## config.mk

```make
export PLATFORM = sky130hd
export DESIGN_NAME = wb_arbiter
export DESIGN_NICKNAME = d
export VERILOG_FILES = /design/src/rtl/wb_arbiter_pkg.sv /design/src/rtl/wb_pend_fifo.sv /design/src/rtl/wb_arbiter.sv
export SDC_FILE = /design/constraint.sdc
export NUM_CORES = 1
export LEC_CHECK = 0
export CORE_ASPECT_RATIO = 0.6
export CORE_MARGIN = 3
export CORE_UTILIZATION = 55
export CTS_CLUSTER_SIZE = 12
export DETAILED_ROUTE_END_ITERATION = 16
export PLACE_DENSITY = 0.9
export SYNTH_ARGS = -nofsm -noshare
export SYNTH_HDL_FRONTEND = slang
export SYNTH_SLANG_ARGS = --single-unit
```

## constraint.sdc

```tcl
create_clock -name clk -period 3.5 [get_ports clk]
set_clock_uncertainty 0.15 [all_clocks]
set_input_delay 0.525 -clock clk [delete_from_list [all_inputs] [get_ports clk]]
set_output_delay 0.525 -clock clk [all_outputs]
set_load 0.005 [all_outputs]
```

## src/rtl/wb_arbiter_pkg.sv

```systemverilog
// wb_arbiter_pkg -- shared processor constants and the writeback entry type.
//   DATA_W / ADDR_W : register-bank data and address widths
//   R0_ADDR         : address of r0 (not hardwired in the register bank)
//   wb_entry_t      : pending writeback {live, addr, data}
package wb_arbiter_pkg;

    localparam int unsigned DATA_W = 32;
    localparam int unsigned ADDR_W = 5;

    localparam logic [ADDR_W-1:0] R0_ADDR = '0;

    typedef struct packed {
        logic              live;
        logic [ADDR_W-1:0] addr;
        logic [DATA_W-1:0] data;
    } wb_entry_t;

endpackage

```

## src/rtl/wb_pend_fifo.sv

```systemverilog
// wb_pend_fifo -- pending mul/div result FIFO for the writeback arbiter.
// Ports:
//   clk, rst_n      clock, async active-low reset
//   push, push_entry  store an entry (caller guarantees !full)
//   pop             retire the head entry (caller guarantees !empty)
//   kill_en, kill_addr  clear live on every stored entry targeting kill_addr
//   hz_addr, hz_hit combinational hazard query against live entries
//   head            current head entry
//   full, empty, count  occupancy status (live and dead entries)
module wb_pend_fifo
    import wb_arbiter_pkg::*;
#(
    parameter int unsigned DEPTH = 4
) (
    input  logic                     clk,
    input  logic                     rst_n,
    input  logic                     push,
    input  wb_entry_t                push_entry,
    input  logic                     pop,
    input  logic                     kill_en,
    input  logic [ADDR_W-1:0]        kill_addr,
    input  logic [ADDR_W-1:0]        hz_addr,
    output wb_entry_t                head,
    output logic                     full,
    output logic                     empty,
    output logic [$clog2(DEPTH):0]   count,
    output logic                     hz_hit
);

    localparam int unsigned PW = $clog2(DEPTH);

    // Pointers carry one extra bit to tell full from empty.
    logic [PW:0] wr_ptr;
    logic [PW:0] rd_ptr;
    wb_entry_t   mem [DEPTH];

    assign count = wr_ptr - rd_ptr;
    assign empty = (wr_ptr == rd_ptr);
    assign full  = (wr_ptr[PW] != rd_ptr[PW]) &&
                   (wr_ptr[PW-1:0] == rd_ptr[PW-1:0]);
    assign head  = mem[rd_ptr[PW-1:0]];

    // Popped slots have live cleared, so a slot outside the occupied window
    // is always dead and the hazard compare needs no occupancy mask.
    always_comb begin
        hz_hit = 1'b0;
        for (int unsigned i = 0; i < DEPTH; i++) begin
            if (mem[i].live && (mem[i].addr == hz_addr)) begin
                hz_hit = 1'b1;
            end
        end
        if (hz_addr == R0_ADDR) begin
            hz_hit = 1'b0;
        end
    end

    always_ff @(posedge clk or negedge rst_n) begin
        if (!rst_n) begin
            wr_ptr <= '0;
            rd_ptr <= '0;
            for (int unsigned i = 0; i < DEPTH; i++) begin
                mem[i] <= '0;
            end
        end else begin
            for (int unsigned i = 0; i < DEPTH; i++) begin
                if (kill_en && (mem[i].addr == kill_addr)) begin
                    mem[i].live <= 1'b0;
                end
            end
            if (pop) begin
                mem[rd_ptr[PW-1:0]].live <= 1'b0;
                rd_ptr <= rd_ptr + 1'b1;
            end
            // The push slot is never an occupied slot, so it cannot collide
            // with the kill or pop updates above.
            if (push) begin
                mem[wr_ptr[PW-1:0]] <= push_entry;
                wr_ptr <= wr_ptr + 1'b1;
            end
        end
    end

endmodule

```

## src/rtl/wb_arbiter.sv

```systemverilog
// wb_arbiter -- sole driver of the register-bank write port. Merges
// single-cycle ALU/load results with buffered mul/div results; writes to r0
// are dropped and stale buffered results are killed by newer ALU writes.
// Optional feature macro: WB_BYPASS_EN (live mul/div result goes straight
// to the write port when the FIFO is empty and the ALU does not win).
// Ports:
//   clk, rst_n                    clock, async active-low reset
//   alu_valid/alu_addr/alu_data   ALU/load result (no backpressure)
//   md_valid/md_ready/md_addr/md_data  mul/div result handshake
//   hz_addr, hz_hit               decode hazard query (combinational)
//   stall_req                     registered request for one ALU bubble
//   pend_count                    FIFO occupancy
//   rf_we/rf_waddr/rf_wdata       registered register-bank write port
module wb_arbiter #(
    parameter int unsigned DATA_W     = wb_arbiter_pkg::DATA_W,
    parameter int unsigned ADDR_W     = wb_arbiter_pkg::ADDR_W,
    parameter int unsigned DEPTH      = 4,
    parameter int unsigned STARVE_MAX = 4
) (
    input  logic                     clk,
    input  logic                     rst_n,
    input  logic                     alu_valid,
    input  logic [ADDR_W-1:0]        alu_addr,
    input  logic [DATA_W-1:0]        alu_data,
    input  logic                     md_valid,
    output logic                     md_ready,
    input  logic [ADDR_W-1:0]        md_addr,
    input  logic [DATA_W-1:0]        md_data,
    input  logic [ADDR_W-1:0]        hz_addr,
    output logic                     hz_hit,
    output logic                     stall_req,
    output logic [$clog2(DEPTH):0]   pend_count,
    output logic                     rf_we,
    output logic [ADDR_W-1:0]        rf_waddr,
    output logic [DATA_W-1:0]        rf_wdata
);

    import wb_arbiter_pkg::*;

    localparam int unsigned SW = $clog2(STARVE_MAX + 1);

    logic      alu_win;
    logic      push_live;
    logic      push;
    logic      pop;
    logic      bypass;
    logic      full;
    logic      empty;
    wb_entry_t push_entry;
    wb_entry_t head;
    logic [SW-1:0] starve_cnt;

    assign alu_win   = alu_valid && (alu_addr != R0_ADDR);
    // A same-cycle ALU write to the same register is newer than this result.
    assign push_live = (md_addr != R0_ADDR) && !(alu_valid && (alu_addr == md_addr));
    assign md_ready  = !full;

`ifdef WB_BYPASS_EN
    assign bypass = !alu_win && empty && md_valid && md_ready && push_live;
`else
    assign bypass = 1'b0;
`endif

    assign push       = md_valid && md_ready && !bypass;
    assign pop        = !alu_win && !empty;
    assign push_entry = '{live: push_live, addr: md_addr, data: md_data};

    wb_pend_fifo #(
        .DEPTH (DEPTH)
    ) u_fifo (
        .clk        (clk),
        .rst_n      (rst_n),
        .push       (push),
        .push_entry (push_entry),
        .pop        (pop),
        .kill_en    (alu_win),
        .kill_addr  (alu_addr),
        .hz_addr    (hz_addr),
        .head       (head),
        .full       (full),
        .empty      (empty),
        .count      (pend_count),
        .hz_hit     (hz_hit)
    );

    always_ff @(posedge clk or negedge rst_n) begin
        if (!rst_n) begin
            rf_we    <= 1'b0;
            rf_waddr <= '0;
            rf_wdata <= '0;
        end else if (alu_win) begin
            rf_we    <= 1'b1;
            rf_waddr <= alu_addr;
            rf_wdata <= alu_data;
        end else if (pop) begin
            // A killed entry still consumes its slot, just without a write.
            rf_we    <= head.live;
            rf_waddr <= head.addr;
            rf_wdata <= head.data;
        end else if (bypass) begin
            rf_we    <= 1'b1;
            rf_waddr <= md_addr;
            rf_wdata <= md_data;
        end else begin
            rf_we    <= 1'b0;
        end
    end

    // stall_req follows the registered counter, so it rises one cycle after
    // the counter saturates.
    always_ff @(posedge clk or negedge rst_n) begin
        if (!rst_n) begin
            starve_cnt <= '0;
            stall_req  <= 1'b0;
        end else begin
            if (empty || pop) begin
                starve_cnt <= '0;
            end else if (alu_win && (starve_cnt < SW'(STARVE_MAX))) begin
                starve_cnt <= starve_cnt + 1'b1;
            end
            stall_req <= (starve_cnt == SW'(STARVE_MAX));
        end
    end

endmodule

```

### After elaboration in Yosys (flattened, before gate mapping)

Cells that the tools add are included.

| cells by class | value |
|---|---|
| divide/modulo/power cells | 0 |
| $add $sub $neg | 4 |
| reduce and logical (&&, ||, !) cells | 27 |
| shifts and indexed selects | 0 |
| order comparisons | 5 |
| muxes and demuxes | 28 |
| eq/ne operators | 13 |
| $mul | 0 |
| bitwise gates (word level) | 2 |

Operator list:

| operator | count |
|---|---|
| bitwise mux 152 bit | 2 |
| 2-to-1 mux 152 bit | 2 |
| demux 38 bit (select 2 bit) | 2 |
| 2-to-1 mux 38 bit | 4 |
| binary-select mux 38 bit (select 2 bit) | 1 |
| 2-to-1 mux 32 bit | 2 |
| equality test 5 bit | 9 |
| logical AND 1 bit | 17 |
| 2-to-1 mux 1 bit | 11 |
| 2-to-1 mux 5 bit | 2 |
| nonzero test 5 bit | 2 |
| adder 3 x 1 -> 3 bit (second input constant) | 3 |
| >= comparator 3 bit (second input constant) | 2 |
| less-than comparator 3 x 1 -> 1 bit (second input constant) | 2 |
| 2-to-1 mux 3 bit | 2 |
| NOT 2 -> 3 bit | 2 |
| logical NOT 5 bit | 1 |
| logical NOT 1 bit | 4 |
| nonzero test 2 bit | 2 |
| equality test 3 bit | 1 |
| equality test 3 bit (second input constant) | 1 |
| less-than comparator 3 bit (second input constant) | 1 |
| subtractor 3 bit | 1 |
| equality test 2 bit | 1 |
| 2 further kinds | 2 |

| word-level totals | value |
|---|---|
| memory bits (writable) | 0 |
| output and inout bits | 44 |
| ROM bits | 0 |
| memories kept | 0 |
| logic and storage cells | 98 |
| bits in registers | 200 |
| bits in latches | 0 |

### Longest topological paths before layout

| logic depth | value |
|---|---|
| depth in word-level cells | 9 |
| gate-level depth with buffers | 11 |

### Hierarchy

A second synthesis with hierarchy kept.

| unflattened totals | value |
|---|---|
| cell total of the unflattened synthesis | 642 |
| area total of the unflattened synthesis | 9909.5 µm² |

By module, submodules not included:

| module | seq. area each (µm²) | area each (µm²) | cells an instance | times used |
|---|---|---|---|---|
| wb_pend_fifo | 3953.8 | 7777.5 | 484 | 1 |
| wb_arbiter | 1051.0 | 2132.0 | 158 | 1 |

### Worst setup path after synthesis

OpenSTA, ideal clock, no wires.

| path | value |
|---|---|
| path kind | register -> register |
| start | reg u_fifo.rd_ptr[1] |
| end | reg u_fifo.mem[65] (netlist bit) |
| path slack | 819 ps |
| data arrival time | 2404 ps |
| setup time | 128 ps |
| clock period less this slack | 2681 ps |
| data required time | 3222 ps |
| stages on the path, launching flop included | 10 |
| path through | dfrtp_1 > buf_2 > buf_2 > inv_1 > ha_1 > a31oi_4 > nand2_1 > buf_4 > buf_4 > mux2_1 |

| between the ends | value |
|---|---|
| cells in the longest elaborated chain, start to end | 6 |

Ends and longest elaborated chain:

| what | line | text |
|---|---|---|
| start, declared | wb_pend_fifo.sv:34 | `logic [PW:0] rd_ptr;` |
| start signal, assigned | wb_pend_fifo.sv:72 | `rd_ptr <= rd_ptr + 1'b1;` |
| NOT 2 -> 3 bit (implied by the code) / equality test 3 bit (equally long branches) | wb_pend_fifo.sv:71, wb_pend_fifo.sv:38 |  |
| demux 38 bit (select 2 bit) / logical NOT 1 bit (equally long branches) | wb_pend_fifo.sv:71, wb_arbiter.sv:65 |  |
| bitwise mux 152 bit / logical AND 1 bit (equally long branches) | wb_pend_fifo.sv:71, wb_arbiter.sv:65 |  |
| 2-to-1 mux 152 bit | wb_pend_fifo.sv:70 | `if (pop) begin` |
| bitwise mux 152 bit | wb_pend_fifo.sv:77 | `mem[wr_ptr[PW-1:0]] <= push_entry;` |
| 2-to-1 mux 152 bit * | wb_pend_fifo.sv:76 | `if (push) begin` |
| end signal, assigned by index | wb_pend_fifo.sv:77 |  |
| end, declared | wb_pend_fifo.sv:35 | `wb_entry_t mem [DEPTH];` |

Mark *: on every way between the ends. The rest lies on a longest branch, timed or not.
A chain may end at the register's enable or synchronous reset.

### Worst setup path in the final report

| path | value |
|---|---|
| start | in hz_addr[3] |
| end | out hz_hit |

| between the ends | value |
|---|---|
| cells in the longest elaborated chain, start to end | 7 |

Ends and longest elaborated chain:

| what | line | text |
|---|---|---|
| start, declared | wb_arbiter.sv:29 | `input logic [ADDR_W-1:0] hz_addr,` |
| equality test 5 bit | wb_pend_fifo.sv:48 | `if (mem[i].live && (mem[i].addr == hz_addr)) begin` |
| logical AND 1 bit | wb_pend_fifo.sv:48 |  |
| 2-to-1 mux 1 bit (4 in a row) | wb_pend_fifo.sv:48 |  |
| 2-to-1 mux 1 bit * | wb_pend_fifo.sv:52 | `if (hz_addr == R0_ADDR) begin` |
| end, declared | wb_arbiter.sv:30 | `output logic hz_hit,` |

Marks and branches as above.

==> impl_results.rst <==
.. list-table::
   :header-rows: 1

   * - Metric
     - Value
   * - Result of the run
     - completed
   * - Kind of start point of the critical path
     - input pin
   * - Register area
     - 0.00501 sq mm
   * - Resized Gates After CTS
     - 0
   * - CTS tree
     - yes
   * - HPWL after detailed placement
     - 14.5 mm
   * - Final worst-path cycle share
     - 87.8%
   * - Number of inserted diodes
     - 0
   * - Total global routing overflow
     - 0
   * - Post-synth net total
     - 816
   * - Share of flip-flops with an asynchronous set or reset after synthesis
     - 100%
   * - Initial Util
     - 57.3%
   * - Post-detailed-route DRC marker count
     - 0
   * - Clock net sink count
     - 200
   * - Number of filler instances in the final layout
     - 1126
   * - Number of endpoints failing setup at the final stage
     - 0
   * - Number of warnings reported in the yosys synthesis log
     - 0
   * - Shortest period the worst path allows
     - 3.07 ns
   * - Type of destination of the critical path
     - primary output
   * - CTS Buffer Depth
     - 2
   * - Static power due to leakage
     - 4.90 nW
   * - Buffer cell driving the clock tree root
     - sky130_fd_sc_hd__clkbuf_16
   * - Most frequent cell on the critical path
     - sky130_fd_sc_hd__clkdlybuf4s50_1
   * - Number of hold-slack violations in the final timing report
     - 0
   * - Via total after detailed routing
     - 6295
   * - Fraction of the mapped netlist area in simple logic gates
     - 6.73%
   * - Post-synthesis cell area
     - 0.00950 sq mm
   * - Chip Height
     - 108 um
   * - CP Class
     - input pin to primary output
   * - Area of the core
     - 0.0166 sq mm
   * - Final Slew Violations
     - 0
   * - Clock transition at the register clock pins on the worst setup and hold paths after CTS
     - 0.08 ns
   * - Cells taking the most area after synthesis
     - sky130_fd_sc_hd__dfrtp_1 53%, sky130_fd_sc_hd__mux2_2 17%, sky130_fd_sc_hd__mux4_2 9.0%, sky130_fd_sc_hd__nand2_1 3.6%, sky130_fd_sc_hd__xor2_1 3.0%
   * - Sequential area share after synthesis
     - 52.7%
   * - Synth-to-layout area growth
     - 22.4%
   * - Largest family of logic cells by synthesized area
     - multiplexers
   * - Register-to-register setup slack
     - 0.97 ns
   * - Xor/xnor share of the synthesized area
     - 4.87%
   * - Total Die Area
     - 0.0189 sq mm
   * - Cell Chain, Critical Path
     - clkdlybuf4s50_1 > xor2_1 > nor4_1 > nand3_1 > nand4_1 > o21a_1 > clkdlybuf4s50_1
   * - Synthesized area divided by synthesized cell count
     - 13.2 sq um
   * - Die X
     - 176 um
   * - Average wire per standard cell
     - 20.7 um
   * - Aggregate routed wire length
     - 22.2 mm
   * - Slew at the pin closest to its max-slew limit
     - 0.835 ns
   * - Clock Latency Late Sink
     - 0.42 ns
   * - Fraction of synthesized cell area taken by the top area cell type
     - 52.7%
   * - Endpoint of the worst register-to-register path
     - u_fifo.mem[81]
   * - Leading cell type in the layout, fill and taps excluded
     - sky130_fd_sc_hd__dfrtp_1
   * - Share of synthesized area spent on multiplexers
     - 26.8%
   * - Leading register cell type out of synthesis
     - sky130_fd_sc_hd__dfrtp_1
   * - Wire length of the first global-routing pass
     - 36.2 mm
   * - Most frequent cells in the layout
     - 198 x sky130_fd_sc_hd__dfrtp_1, 143 x sky130_fd_sc_hd__mux2_2, 125 x sky130_fd_sc_hd__clkdlybuf4s50_1, 87 x sky130_fd_sc_hd__nand2_1, 38 x sky130_fd_sc_hd__mux4_2
   * - Area taken by multi-input logic gates
     - 0.00419 sq mm
   * - Pwr Density
     - 990 mW/mm^2
   * - Hold buffers post-CTS
     - 0
   * - RR Startpoint
     - u_fifo.wr_ptr[2]
   * - Via count of the first global-routing pass
     - 6688
   * - I/O pin count
     - 127
   * - Via density per instance
     - 5.87
   * - Number of iterations in the first detailed-routing pass
     - 4
   * - Largest fanout of any net on the critical path
     - 5
   * - Peak supply drop
     - 0.457 mV
   * - Path category of the worst min-delay check
     - input pin to async pin
   * - Clock buffer count from CTS
     - 17
   * - Complex-gate fraction of the synthesized area
     - 3.69%
   * - Largest area contributor in the synthesized netlist
     - sky130_fd_sc_hd__dfrtp_1
   * - Utilization of the core after routing
     - 70.2%
   * - Maximum Capacitance Violations
     - 0
   * - Fmax
     - 326 MHz
   * - Worst max-slew margin expressed relative to the limit
     - 44.3%
   * - Synthesized netlist cell count
     - 720
   * - Required arrival time at the worst endpoint
     - 2.82 ns
   * - Worst Reg2Reg Path Length in Cells
     - 5
   * - Proportion of layout cells with a drive suffix above 1
     - 29.1%
   * - Number of rows in the core area
     - 36
   * - Adder and majority cell fraction of the synthesized area
     - 1.79%
   * - Number of violations reported at the end of detailed-routing iteration 0
     - 485
   * - Initial antenna violation count
     - 1
   * - CP arrival
     - 2.40 ns
   * - Total number of nets in the final design
     - 928
   * - Distinct cell type count of the synthesized netlist
     - 37
   * - Setup Fix Bufs, Post-CTS
     - 0
   * - Routability cong.
     - 0.914
   * - Setup repair after global routing missed its margin
     - false
   * - Endpoint of the worst setup timing path
     - hz_hit
   * - H-Tree Level Count
     - 4
   * - Summed negative setup slack over all endpoints
     - 0 ns
   * - CP max-delay cell
     - sky130_fd_sc_hd__clkdlybuf4s50_1
   * - Pin count of the biggest net entering global routing
     - 106
   * - Slowest Stage Delay on Critical Path
     - 0.54 ns
   * - Total of flip-flops plus latches after synthesis
     - 200
   * - Beginning of the critical path
     - hz_addr[3]
   * - Number of nets with antenna violations after routing
     - 0
   * - Number of synthesized flops with an enable pin
     - 0
   * - # port buffers
     - 126
   * - Total GRT Usage
     - 24.4%
-- power breakdown --
part	leakage, nW	internal, mW	switching (mW)
clock network	0.323	1.31	0.914
registers	2.37	3.50	0.812
logic	2.20	2.80	2.18
total	4.90	7.61	3.90
-- kinds of logic (layout without fill, tap and decap cells) --
logic type	Yosys count	count (layout)
DFF	200	200
muxes	188	188
and+or+nand+nor	155	155
buffers and inverters	61	186
xor gates and xnor gates	52	52
AOI/OAI and AO/OA	51	51
adders and majority gates	13	13
-- per-layer routing --
| layer | GRT usage [%] | wire length, um |
|---|---|---|
| met1 | 35.0 | 10400 |
| met2 | 37.2 | 9940 |
| met3 | 6.77 | 1580 |
| met4 | 6.49 | 262 |
| met5 | 0 | 18 |
-- final cells by class --
class                   instances  share of cell area, %
flip-flops and latches        200                   43.0
multi-input cells             459                   36.0
repair buffers                145                   12.4
clock buffers                  18                   3.77
well taps                     228                   2.45
clock inverters                14                   2.01
inverters                       9                  0.290
-- through the flow --
step                power (mW)  cell area, sq um  std cells  setup slack (ns)  hold slack [ns]
global placement          9.01             11000       1041             0.459            0.320
floorplan                 7.49              9500        720             0.819           0.0794
CTS                       11.6             11600       1073             0.428           0.0828
finish                    11.5             11600       1073             0.428           0.0581
global route              12.2             11600       1073             0.227            0.110
detailed placement        9.26             11000       1041             0.429            0.328
-- synthesized netlist by cell type (2+ instances only) --
library cell	instances
sky130_fd_sc_hd__ha_1	12
sky130_fd_sc_hd__nor4_1	6
sky130_fd_sc_hd__or4_1	2
sky130_fd_sc_hd__nand2_1	91
sky130_fd_sc_hd__dfrtp_1	200
sky130_fd_sc_hd__inv_1	9
sky130_fd_sc_hd__mux2_1	6
sky130_fd_sc_hd__mux4_2	38
sky130_fd_sc_hd__o22ai_1	3
sky130_fd_sc_hd__buf_1	2
sky130_fd_sc_hd__xnor2_1	18
sky130_fd_sc_hd__a22o_1	2
sky130_fd_sc_hd__buf_6	6
sky130_fd_sc_hd__buf_2	25
sky130_fd_sc_hd__a21oi_1	2
sky130_fd_sc_hd__xor2_1	33
sky130_fd_sc_hd__o21ai_0	2
sky130_fd_sc_hd__buf_4	7
sky130_fd_sc_hd__mux2_2	143
sky130_fd_sc_hd__nand3_1	9
sky130_fd_sc_hd__nor3_1	5
sky130_fd_sc_hd__nor2_1	37
sky130_fd_sc_hd__a31oi_1	37
sky130_fd_sc_hd__clkbuf_1	12
-- how the worst min path moves through the flow --
stage          cells after the start         endpoint  slack, ns
3_5_place_dp                       1   u_fifo.mem[68]       0.33
3_3_place_gp                       1  u_fifo.mem[102]       0.32
2_1_floorplan                      0      rf_waddr[0]       0.08
4_1_cts                            1      rf_waddr[1]       0.08
5_1_grt                            1      rf_waddr[1]       0.11
6_report                           1      rf_waddr[1]       0.06
-- critical path, delay by kind of cell --
family	cells	cell delay, ns
AND/OR/NAND/NOR	3	0.53
buffers and inverters	2	1.03
XOR/XNOR	1	0.20
AO/OA/AOI/OAI	1	0.11
-- flip-flops by register name, indices dropped and copies added, names as in the netlist --
| signal | flops |
|---|---|
| rf_waddr | 5 |
| rf_we | 1 |
| u_fifo.mem | 152 |
| rf_wdata | 32 |
| u_fifo.rd_ptr | 3 |
| starve_cnt | 3 |
| u_fifo.wr_ptr | 3 |
| stall_req | 1 |
(Power assumes the default switching activity.)
